--- src/rtl/alu_arbiter.sv ---
// alu_arbiter: round-robin arbiter/sequencer sharing one alu core
// between NUM_REQ requesters with an issue/wait/respond handshake.
// Ports: clk, rst (sync, active-low); req, req_opcode,
//   req_operand_A/B, req_carry_in, req_borrow_in from requesters;
//   gnt, done, rsp_result, rsp_flags, rsp_err, busy to requesters;
//   alu_* outputs drive the alu, alu_* inputs return its result.
// Optional: define ALU_ARB_TIMEOUT_EN for the WAIT-state watchdog.
module alu_arbiter #(
   parameter int NUM_REQ        = 4,
   parameter int TIMEOUT_CYCLES = 255
) (
   input  logic                   clk,
   input  logic                   rst,
   input  logic [NUM_REQ-1:0]     req,
   input  logic [5*NUM_REQ-1:0]   req_opcode,
   input  logic [8*NUM_REQ-1:0]   req_operand_A,
   input  logic [8*NUM_REQ-1:0]   req_operand_B,
   input  logic [NUM_REQ-1:0]     req_carry_in,
   input  logic [NUM_REQ-1:0]     req_borrow_in,
   output logic [NUM_REQ-1:0]     gnt,
   output logic [NUM_REQ-1:0]     done,
   output logic [7:0]             rsp_result,
   output logic [4:0]             rsp_flags,
   output logic                   rsp_err,
   output logic                   busy,
   output logic [4:0]             alu_opcode,
   output logic [7:0]             alu_operand_A,
   output logic [7:0]             alu_operand_B,
   output logic                   alu_carry_in,
   output logic                   alu_borrow_in,
   output logic                   alu_enable,
   output logic                   alu_input_ready,
   input  logic [7:0]             alu_result_out,
   input  logic                   alu_carry_out,
   input  logic                   alu_borrow_out,
   input  logic                   alu_zero,
   input  logic                   alu_negative,
   input  logic                   alu_overflow,
   input  logic                   alu_result_ready
);

   localparam int IW = (NUM_REQ > 1) ? $clog2(NUM_REQ) : 1;

   if (NUM_REQ < 2 || NUM_REQ > 8 ||
       TIMEOUT_CYCLES < 1 || TIMEOUT_CYCLES > 255) begin : g_bad_cfg
      $error("alu_arbiter: parameter out of range");
   end

   typedef enum logic [1:0] {
      IDLE  = 2'd0,
      ISSUE = 2'd1,
      WAIT  = 2'd2,
      RESP  = 2'd3
   } state_e;

   state_e             state_q, state_d;
   logic [IW-1:0]      ptr_q, ptr_d;
   logic [IW-1:0]      gidx_q, gidx_d;
   logic [NUM_REQ-1:0] gnt_q, gnt_d;
   logic [NUM_REQ-1:0] done_q, done_d;
   logic [4:0]         op_q, op_d;
   logic [7:0]         a_q, a_d;
   logic [7:0]         b_q, b_d;
   logic               cin_q, cin_d;
   logic               bin_q, bin_d;
   logic               ird_q, ird_d;
   logic               en_q;
   logic [7:0]         res_q, res_d;
   logic [4:0]         flg_q, flg_d;
`ifdef ALU_ARB_TIMEOUT_EN
   logic               err_q, err_d;
   logic [7:0]         cnt_q, cnt_d;
`endif

   // Rotating-priority pick: scan downward so the lowest offset
   // from ptr+1 that has a request is the one left in sel.
   logic [IW-1:0] sel;
   logic          sel_vld;
   logic [IW-1:0] jj;
   int            j;

   always_comb begin
      sel     = ptr_q;
      sel_vld = 1'b0;
      j       = 0;
      jj      = '0;
      for (int k = NUM_REQ; k >= 1; k--) begin
         j  = (int'(ptr_q) + k) % NUM_REQ;
         jj = IW'(j);
         if (req[jj]) begin
            sel     = jj;
            sel_vld = 1'b1;
         end
      end
   end

   // Operation fields of the selected requester.
   logic [4:0] op_sel;
   logic [7:0] a_sel;
   logic [7:0] b_sel;
   logic       cin_sel;
   logic       bin_sel;

   always_comb begin
      op_sel  = '0;
      a_sel   = '0;
      b_sel   = '0;
      cin_sel = 1'b0;
      bin_sel = 1'b0;
      for (int i = 0; i < NUM_REQ; i++) begin
         if (IW'(i) == sel) begin
            op_sel  = req_opcode[5*i +: 5];
            a_sel   = req_operand_A[8*i +: 8];
            b_sel   = req_operand_B[8*i +: 8];
            cin_sel = req_carry_in[i];
            bin_sel = req_borrow_in[i];
         end
      end
   end

   always_comb begin
      state_d = state_q;
      ptr_d   = ptr_q;
      gidx_d  = gidx_q;
      gnt_d   = gnt_q;
      done_d  = '0;
      ird_d   = 1'b0;
      op_d    = op_q;
      a_d     = a_q;
      b_d     = b_q;
      cin_d   = cin_q;
      bin_d   = bin_q;
      res_d   = res_q;
      flg_d   = flg_q;
`ifdef ALU_ARB_TIMEOUT_EN
      err_d   = err_q;
      cnt_d   = cnt_q;
`endif
      unique case (state_q)
         IDLE: begin
            if (sel_vld) begin
               gidx_d     = sel;
               gnt_d      = '0;
               gnt_d[sel] = 1'b1;
               op_d       = op_sel;
               a_d        = a_sel;
               b_d        = b_sel;
               cin_d      = cin_sel;
               bin_d      = bin_sel;
               ird_d      = 1'b1;
               state_d    = ISSUE;
            end
         end
         ISSUE: begin
            state_d = WAIT;
`ifdef ALU_ARB_TIMEOUT_EN
            cnt_d   = '0;
`endif
         end
         WAIT: begin
            if (alu_result_ready) begin
               res_d          = alu_result_out;
               flg_d          = {alu_overflow, alu_negative, alu_zero,
                                 alu_carry_out, alu_borrow_out};
               done_d[gidx_q] = 1'b1;
               state_d        = RESP;
`ifdef ALU_ARB_TIMEOUT_EN
               err_d          = 1'b0;
`endif
            end
`ifdef ALU_ARB_TIMEOUT_EN
            // cnt_q counts completed WAIT cycles; this is the last one.
            else if (cnt_q == 8'(TIMEOUT_CYCLES - 1)) begin
               res_d          = '0;
               flg_d          = '0;
               err_d          = 1'b1;
               done_d[gidx_q] = 1'b1;
               state_d        = RESP;
            end
            else begin
               cnt_d = cnt_q + 8'd1;
            end
`endif
         end
         RESP: begin
            ptr_d   = gidx_q;
            gnt_d   = '0;
            state_d = IDLE;
         end
         default: state_d = IDLE;
      endcase
   end

   always_ff @(posedge clk) begin
      if (!rst) begin
         state_q <= IDLE;
         ptr_q   <= IW'(NUM_REQ - 1);
         gidx_q  <= '0;
         gnt_q   <= '0;
         done_q  <= '0;
         op_q    <= '0;
         a_q     <= '0;
         b_q     <= '0;
         cin_q   <= 1'b0;
         bin_q   <= 1'b0;
         ird_q   <= 1'b0;
         en_q    <= 1'b0;
         res_q   <= '0;
         flg_q   <= '0;
`ifdef ALU_ARB_TIMEOUT_EN
         err_q   <= 1'b0;
         cnt_q   <= '0;
`endif
      end else begin
         state_q <= state_d;
         ptr_q   <= ptr_d;
         gidx_q  <= gidx_d;
         gnt_q   <= gnt_d;
         done_q  <= done_d;
         op_q    <= op_d;
         a_q     <= a_d;
         b_q     <= b_d;
         cin_q   <= cin_d;
         bin_q   <= bin_d;
         ird_q   <= ird_d;
         en_q    <= 1'b1;
         res_q   <= res_d;
         flg_q   <= flg_d;
`ifdef ALU_ARB_TIMEOUT_EN
         err_q   <= err_d;
         cnt_q   <= cnt_d;
`endif
      end
   end

   assign gnt             = gnt_q;
   assign done            = done_q;
   assign rsp_result      = res_q;
   assign rsp_flags       = flg_q;
`ifdef ALU_ARB_TIMEOUT_EN
   assign rsp_err         = err_q;
`else
   assign rsp_err         = 1'b0;
`endif
   assign busy            = (state_q != IDLE);
   assign alu_opcode      = op_q;
   assign alu_operand_A   = a_q;
   assign alu_operand_B   = b_q;
   assign alu_carry_in    = cin_q;
   assign alu_borrow_in   = bin_q;
   assign alu_enable      = en_q;
   assign alu_input_ready = ird_q;

endmodule

--- config.mk ---
export PLATFORM = sky130hd
export DESIGN_NAME = alu_arbiter
export DESIGN_NICKNAME = d
export VERILOG_FILES = /design/src/rtl/alu_arbiter.sv
export SDC_FILE = /design/constraint.sdc
export NUM_CORES = 1
export LEC_CHECK = 0
export CORE_AREA = 4 4 110 112
export CTS_CLUSTER_DIAMETER = 40
export CTS_CLUSTER_SIZE = 16
export DETAILED_ROUTE_END_ITERATION = 8
export DIE_AREA = 0 0 114 116
export SLEW_MARGIN = 20
export SYNTH_ARGS = -nofsm -noshare
export SYNTH_HDL_FRONTEND = slang
export SYNTH_SLANG_ARGS = --single-unit
--- constraint.sdc ---
create_clock -name clk -period 1.9 [get_ports clk]
set_input_delay 0.285 -clock clk [delete_from_list [all_inputs] [get_ports clk]]
set_output_delay 0.285 -clock clk [all_outputs]
set_load 0.005 [all_outputs]
==> results.toml <==
[outcome]
status = "complete, no violations"

[grt]
grt_max_degree = 20
grt.total_usage = 0.155
grt_antenna_before_repair = 0
grt_pass1_wl_um = 16200
grt-ovfl-total = 0
grt_pass1_vias = 3110

[worst_setup_path]
reg2reg_from = "ptr_q[0]$_SDFFE_PN1P_"
crit_type = "input pin to flip-flop"
arrival_ns = 1.99
startpoint = "req[1]"
endpoint_kind = "flip-flop"
cp.required_ns = 2.08
crit_fanout = 17
cp-start-kind = "input pin"

[detailed_routing]
wl_per_cell_um = 16.5
first_pass_iters = 4
ant_nets = 0
vias = 3094
drtIter0Drc = 136
vias_per_cell = 4.75
drc = 0
wl_um = 10800

[logic_synthesis]
synthCells = 334
yosys_register_bits = 52
synth_edf_count = 0
syn_area_mm2 = 0.00274
ys_warn_count = 0
syn_nets = 450
async_flop_share = 0
synthFlopType = "dfxtp_1"
synth_cell_type_count = 43
ys_seq_area_frac = 0.380
synth.avg_cell_area_um2 = 8.20

[power]
ir_drop_uv = 400
powerDensity_mw_per_mm2 = 1040
p_leak_nw = 1.96
p_total_mw = 5.12

[cts]
cts_tree = "built"
clkLatencyLatePin_ns = 0.29
post_cts_buffers = 0
path_clk_slew_ns = 0.07
numCtsBuffers = 5
cts_sinks = 52
root_buffer = "clkbuf_16"
htree_num_levels = 2
cts.path.max_buffers = 2

[sta]
setup_tns_ns = 0
fmax_ghz = 0.552
setup_violations = 0
slew_violations = 0
fin_crit_sh = 0.953
rsz0062_at_grt = "no"
skew_ns = 0.00575
final.setup.worst_slack_ns = 0.0884
fin_crit_ns = 1.81
finalHoldViolations = 0

[final_layout]
syn_to_final_growth_pct = 79.7
fin_cells = 652
antennaDiodeCount = 0
final_area_mm2 = 0.00492
final_cell_mix = "clkdlybuf4s50_1 (157), nand2_1 (55), dfxtp_1 (52)"
layout.nets = 624
drive_gt1_frac = 0.134
final_common_cell = "clkdlybuf4s50_1"

[placed_design]
dp_cells = 644
dp_hpwl_um = 8460
port_buffers = 158
gp_congestion = 0.782
dp_slack_ns = -0.197
postPlaceCellArea_mm2 = 0.00474

[floorplan]
die_x_um = 114
dieArea_mm2 = 0.0132
rows = 39
start_util = 0.244
core_mm2 = 0.0112
io_pins = 160
die_h_um = 116

[min_path]
holdCritStartpoint = "alu_operand_A[2]$_SDFFE_PN0P_"
hp-class = "flip-flop to flip-flop"

[job]
cap_violations = 0
[path summary, 6_finish.rpt]
kind	slack, ns	to	cells past startpoint
hold reg to reg	0.45	alu_operand_A[2]$_SDFFE_PN0P_	2
setup reg to reg	0.18	alu_opcode[3]$_SDFFE_PN0P_	6
hold / removal	0.45	alu_operand_A[2]$_SDFFE_PN0P_	2
setup / recovery	0.09	alu_opcode[3]$_SDFFE_PN0P_	7
[stage by stage]
stage / hold slack (ns) / utilization
2_1_floorplan: 0.313 / -
3_3_place_gp: 0.433 / 0.423
3_5_place_dp: 0.440 / 0.423
4_1_cts: 0.458 / 0.438
5_1_grt: 0.472 / 0.438
6_report: 0.454 / 0.438
[report_power, final]
part | total [mW] | switching [mW] | leakage, nW | internal, mW
clock network | 1.06 | 0.434 | 0.0840 | 0.627
registers | 1.60 | 0.192 | 0.427 | 1.41
logic | 2.46 | 1.08 | 1.45 | 1.38
[area by class of cell]
| class | instances | area [µm²] |
|---|---|---|
| multi-input combinational | 252 | 1560 |
| sequential | 52 | 1040 |
| clock buffer | 5 | 125 |
| timing repair buffer | 190 | 1950 |
| fill | 1103 | 6300 |
| tap | 143 | 179 |
| clock inverter | 3 | 47.5 |
| inverter | 7 | 26.3 |
[cells in the mapped netlist, drive strengths merged (5+ instances only)]
cell    count  area [µm²]
a211oi     18         135
a21o        8        60.1
a21oi      21         113
a31oi       6        37.5
and3       17         106
buf        15        91.3
clkbuf      8        30.0
dfxtp      52        1040
inv         7        26.3
nand2      56         213
nand2b      5        33.8
nand3       9        45.0
nor2       46         178
o21ai      15        75.1
o41ai      17         254
[sequential cells by signal (all words and copies together), names as in the netlist]
register,cells
alu_borrow_in,1
alu_carry_in,1
alu_enable,1
alu_input_ready,1
alu_opcode,5
alu_operand_A,8
alu_operand_B,8
done,4
gidx_q,2
gnt,4
ptr_q,2
rsp_flags,5
rsp_result,8
state_q,2
[cells by family after synthesis]
logic type	after synthesis	synth area share
AO/OA/AOI/OAI	97	0.291
adder cells (fa/ha/maj)	4	0.0183
buffers and inverters	30	0.0539
flip-flops	52	0.380
multiplexers	3	0.0110
other	1	0.00137
AND/OR/NAND/NOR	147	0.245
[what timing repair did]
action                                  in CTS  in global routing
resized for setup                            1                  2
hold buffers                                 0                  0
endpoints found under the setup margin       1                 10
cloned                                       0                  0
[metal layers]
metal,wire [µm],global-route usage,part of all wire
met5,0,0,0
met4,249,0.0515,0.023
met3,473,0.0292,0.044
met2,5550,0.273,0.51
met1,4510,0.191,0.42
[critical path: stages]
cell	delay [ns]
clkdlybuf4s50_1	0.51
and2b_4	0.24
o21bai_2	0.18
nand2_1	0.14
buf_12	0.18
a211oi_1	0.32
o41ai_2	0.13
Power figures use the tool's default switching activity.
